===== src/rtl/branch_predictor.sv =====
// branch_predictor: direct-mapped branch target buffer with saturating
// direction counters, execute-stage misprediction detection, a multi-cycle
// table clear and branch/mispredict statistics.
//
// Ports:
//   clk, rst                 clock (rising edge), asynchronous active-low reset
//   pcf                      fetch PC; predTakenf/predHitf/predTargetf are the
//                            zero-latency lookup results for it
//   updValide, updPce,       resolved branch in execute: PC, actual outcome,
//   updTakene, updTargete    actual target
//   predTakene, predTargete  prediction that travelled with that instruction
//   mispredicte, redirectPce misprediction flag and corrected fetch PC
//   clr, busy                table clear request / clear in progress
//   brCnt, misCnt            saturating resolved-branch / mispredict counters
module branch_predictor #(
  parameter int XLEN    = 32,
  parameter int ENTRIES = 16,
  parameter int CTR_W   = 2
) (
  input  logic            clk,
  input  logic            rst,
  input  logic [XLEN-1:0] pcf,
  output logic            predTakenf,
  output logic            predHitf,
  output logic [XLEN-1:0] predTargetf,
  input  logic            updValide,
  input  logic [XLEN-1:0] updPce,
  input  logic            updTakene,
  input  logic [XLEN-1:0] updTargete,
  input  logic            predTakene,
  input  logic [XLEN-1:0] predTargete,
  output logic            mispredicte,
  output logic [XLEN-1:0] redirectPce,
  input  logic            clr,
  output logic            busy,
  output logic [31:0]     brCnt,
  output logic [31:0]     misCnt
);

  localparam int IDX_W = $clog2(ENTRIES);
  localparam int TAG_W = XLEN - IDX_W - 2;
  localparam logic [CTR_W-1:0] CTR_WEAK = CTR_W'(1) << (CTR_W - 1);

  typedef enum logic {S_IDLE, S_CLEAR} state_t;

  state_t             state;
  logic [IDX_W-1:0]   clr_idx;
  logic               valid_q  [ENTRIES];
  logic [TAG_W-1:0]   tag_q    [ENTRIES];
  logic [XLEN-1:0]    target_q [ENTRIES];
  logic [CTR_W-1:0]   ctr_q    [ENTRIES];
  logic [31:0]        br_cnt;
  logic [31:0]        mis_cnt;

  logic [IDX_W-1:0]   f_idx;
  logic [TAG_W-1:0]   f_tag;
  logic [IDX_W-1:0]   u_idx;
  logic [TAG_W-1:0]   u_tag;
  logic               u_hit;

  assign busy   = (state == S_CLEAR);
  assign brCnt  = br_cnt;
  assign misCnt = mis_cnt;

  // Fetch-side lookup
  assign f_idx = pcf[IDX_W+1:2];
  assign f_tag = pcf[XLEN-1:IDX_W+2];

  always_comb begin
    predHitf    = valid_q[f_idx] && (tag_q[f_idx] == f_tag) && !busy;
    predTakenf  = predHitf && ctr_q[f_idx][CTR_W-1];
    predTargetf = predTakenf ? target_q[f_idx] : pcf + XLEN'(4);
  end

  // Execute-side resolution
  assign u_idx = updPce[IDX_W+1:2];
  assign u_tag = updPce[XLEN-1:IDX_W+2];
  assign u_hit = valid_q[u_idx] && (tag_q[u_idx] == u_tag);

  always_comb begin
    mispredicte = updValide &&
                  ((updTakene != predTakene) ||
                   (updTakene && (updTargete != predTargete)));
    redirectPce = updTakene ? updTargete : updPce + XLEN'(4);
  end

  always_ff @(posedge clk or negedge rst) begin
    if (!rst) begin
      state    <= S_IDLE;
      clr_idx  <= '0;
      valid_q  <= '{default: 1'b0};
      tag_q    <= '{default: '0};
      target_q <= '{default: '0};
      ctr_q    <= '{default: '0};
      br_cnt   <= '0;
      mis_cnt  <= '0;
    end else begin
      // Statistics run regardless of clear activity
      if (updValide && (br_cnt != '1))
        br_cnt <= br_cnt + 32'd1;
      if (mispredicte && (mis_cnt != '1))
        mis_cnt <= mis_cnt + 32'd1;

      case (state)
        S_IDLE: begin
          if (updValide) begin
            if (u_hit) begin
              if (updTakene) begin
                if (ctr_q[u_idx] != '1)
                  ctr_q[u_idx] <= ctr_q[u_idx] + CTR_W'(1);
                target_q[u_idx] <= updTargete;
              end else if (ctr_q[u_idx] != '0) begin
                ctr_q[u_idx] <= ctr_q[u_idx] - CTR_W'(1);
              end
            end else if (updTakene) begin
              valid_q[u_idx]  <= 1'b1;
              tag_q[u_idx]    <= u_tag;
              target_q[u_idx] <= updTargete;
              ctr_q[u_idx]    <= CTR_WEAK;
            end
          end
          if (clr) begin
            state   <= S_CLEAR;
            clr_idx <= '0;
          end
        end
        S_CLEAR: begin
          valid_q[clr_idx] <= 1'b0;
          clr_idx          <= clr_idx + IDX_W'(1);
          if (clr_idx == IDX_W'(ENTRIES - 1))
            state <= S_IDLE;
        end
        default: state <= S_IDLE;
      endcase
    end
  end

endmodule


===== config.mk =====
export PLATFORM = sky130hd
export DESIGN_NAME = branch_predictor
export DESIGN_NICKNAME = d
export VERILOG_FILES = /design/src/rtl/branch_predictor.sv
export SDC_FILE = /design/constraint.sdc
export NUM_CORES = 2
export LEC_CHECK = 0
export ABC_AREA = 1
export CAP_MARGIN = 25
export CORE_ASPECT_RATIO = 0.5
export CORE_MARGIN = 2
export CORE_UTILIZATION = 45
export CTS_BUF_LIST = sky130_fd_sc_hd__clkbuf_16
export DETAILED_ROUTE_END_ITERATION = 7
export GPL_ROUTABILITY_DRIVEN = 0
export PLACE_DENSITY_LB_ADDON = 0.2
export SETUP_SLACK_MARGIN = 0.4
export SYNTH_ARGS = -nofsm -noshare
export SYNTH_HDL_FRONTEND = slang
export SYNTH_SLANG_ARGS = --single-unit

===== constraint.sdc =====
create_clock -name clk -period 8.75 [get_ports clk]
set_clock_uncertainty 0.15 [all_clocks]
set_input_delay 1.3125 -clock clk [delete_from_list [all_inputs] [get_ports clk]]
set_output_delay 1.3125 -clock clk [all_outputs]
set_load 0.1 [all_outputs]

==> qor.yml <==
drive_above_1_share: 0.0494
final_net_count: 8223
p_leak_nw: 31.8
grt_pass1_vias: 52300
synth_compound_area_frac: 0.153
cp.arrival_ps: 5820
cts_made_buffers: 99
crit_type: "in2out"
p_int_mw: 8.91
clock.fmax_ghz: 0.137
synth_area_per_cell_um2: 7.08
vias: 57000
yosys.area_share.simple: 0.296
synth-main-ff-cell: "dfrtp_1"
clkLatencyLatePin_ps: 770
die_area_mm2: 0.132
stdcell_count: 9871
holdWs_ps: 318
cp_max_fo: 119
drc: 0
wl_met3_um: 23900
placed_cells_incl_taps: 9683
min_period_ps: 7280
root_buffer: "clkbuf_16"
port_buffers: 265
grt_overflow: 0
synth_nets: 8359
grt.total_usage: 0.330
fp.dieH_um: 258
switching_share: 0.348
utilization: 0.504
crit_path_end_kind: "output port"
ys_seq_elements: 1045
dr.max_layer_used: "met5"
antenna_found_initial: 10
async_flop_share: 1.00
netlist_area_mm2: 0.0581
drv_slew: 0
wl_met2_um: 95400
seq_area_frac_synth: 0.450
finalPower_mw: 13.7
path_clk_slew_ps: 60
fillCellCount: 12900
hold_viol_final: 0
wl_met1_um: 93900
synth_edf_count: 0
start_util: 0.453
multiInputGateArea_mm2: 0.0275
synth_fa_ha_area_frac: 0.00280
post_cts_buffers: 0
tns_ps: 0
status: "finished clean"
drtIter0Drc: 7713
wl_per_cell_um: 22.6
setup_violations: 0
irDropWorstVdd_mv: 0.259
combinationalPowerShare: 0.225
pwr-share-clk: 0.331
cts_max_level: 3
ioPinCount: 266
place_hpwl_um: 133000
grt_max_degree: 202
switching_power_mw: 4.77
synth_mux_area_frac: 0
grt_first_pass_wirelength_um: 335000
wl_um: 223000
rows: 93
yosys_warnings: 0
cts_hold_buf: 0
regArea_mm2: 0.0262
die_w_um: 512
worst_pin_slew_ps: 1330
drt-pass1-iter-count: 6
via_per_inst: 5.78
power_frac_seq: 0.444
relSlewSlack: 0.116
cts_num_sinks: 1045
postRouteAntennaNets: 0
powerDensity_mw_per_mm2: 211
cp-start-kind: "input pin"
drv_cap: 0
holdCritPathClass: "reg2reg"
fin_crit_sh: 0.832
synth_cell_types: 49
cts_resized: 0
synth_top_family_by_area: "simple AND/OR/NAND/NOR gates"
clockBufferDepth: 3
core_area_mm2: 0.128
syn-instance-count: 8212
area_growth_pct: 11.4
cp.required_ps: 7290
synth_xor_area_frac: 0.0176
cts_tree: "yes"
rsz0062_at_grt: "false"
==> per-layer routing <==
layer  global-route usage  vias to the layer above
li1                     -                    26400
met1                0.469                    27300
met2                0.492                     2877
met3               0.0679                      511
met4                0.132                        2
met5                    0                        -
==> flip-flops by register name (all words and copies together) (netlist names) <==
register,flops
target_q,512
tag_q,416
brCnt,32
ctr_q,32
misCnt,32
valid_q,16
clr_idx,4
busy,1
==> cell usage in the layout (no fill, tap or decap), drive strengths merged, types with 20 or more instances in the layout <==
cell           Yosys  final
a21oi            223    223
buf              217    179
clkbuf           406    100
clkdlybuf4s50      0    207
clkinv             4     50
dfrtp           1045   1045
inv              534    551
nand2           2756   2756
nand3            713    713
nand4             66     66
nor2             592    592
nor3              57     57
nor4              20     20
o211ai            46     46
o21ai           1203   1203
o221ai            50     50
o22ai             86     86
xor2             100    100
==> power by group through the flow <==
stage | clock (mW) | sequential [mW] | combinational [mW]
floorplan | 0 | 6.27 | 1.87
global placement | 0 | 6.12 | 2.98
global route | 4.77 | 6.15 | 3.42
CTS | 4.56 | 6.05 | 3.03
finish | 4.53 | 6.07 | 3.08
detailed placement | 0 | 6.13 | 3.03
==> Yosys cell counts, types with 7 or more instances <==
library cell	count	area [um^2]
nand3b_1	7	52.6
nand2_4	13	146
nand2_1	2741	10300
o211ai_1	46	345
buf_4	37	278
o22ai_1	86	538
o21ai_0	1179	5900
xor2_1	100	876
a221oi_1	9	78.8
dfrtp_1	1045	26200
xnor2_1	17	149
nor4_1	20	125
buf_2	150	751
o21ai_1	24	120
o221ai_1	50	438
nor3_1	54	270
clkbuf_1	406	1520
a32o_1	13	130
buf_1	28	105
ha_1	13	163
nand3_1	713	3570
o211a_1	8	80.1
inv_1	527	1980
nand4_1	66	413
a21oi_1	223	1120
nor2_1	587	2200
==> area by class of cell <==
cell class	count	area share
multi-input combinational	6006	0.425
sequential	1045	0.404
timing repair buffer	386	0.0561
clock buffer	100	0.0386
tap	1710	0.0330
inverter	538	0.0315
clock inverter	79	0.0120
antenna	7	0.000271
==> kinds of logic after synthesis <==
logic type,count (synthesis)
buffers and inverters,1161
adder cells (fa/ha/maj),13
AND/OR/NAND/NOR,4221
flip-flops,1045
XOR/XNOR,117
AO/OA/AOI/OAI,1655
==> worst max-delay path, stage by stage <==
cell and delay [ps]:
buf_8 490, buf_4 880, a21oi_1 150, o21ai_0 110, nand3_1 110, nand3_1 230
nand2_1 80, nand2_1 50, o21ai_0 120, inv_1 100, nand3_1 90, nor2_1 100
nand2_1 50, nor2_1 320, nand2_2 620, inv_1 330, nand2_1 90, nand2_1 70
buf_4 290
==> worst paths after layout <==
| kind | cells past startpoint | startpoint | slack [ps] | to |
|---|---|---|---|---|
| hold reg to reg | 2 | tag_q[61] | 320 | tag_q[61] |
| min in group asynchronous | 1 | rst | 460 | brCnt[26] |
| hold / removal | 2 | tag_q[61] | 320 | tag_q[61] |
| max in group asynchronous | 3 | rst | 6020 | tag_q[409] |
| setup reg to reg | 19 | tag_q[80] | 4270 | tag_q[116] |
| setup / recovery | 19 | pcf[2] | 1470 | predTargetf[30] |
==> stage by stage <==
step | cell area [um^2] | worst slack (ps)
3_3_place_gp | 61400 | 1790
5_1_grt | 64700 | 1240
6_report | 64800 | 1470
4_1_cts | 64700 | 1760
2_1_floorplan | 58100 | 423
3_5_place_dp | 61400 | 1770
No activity file was read; power rests on OpenSTA's default activity.
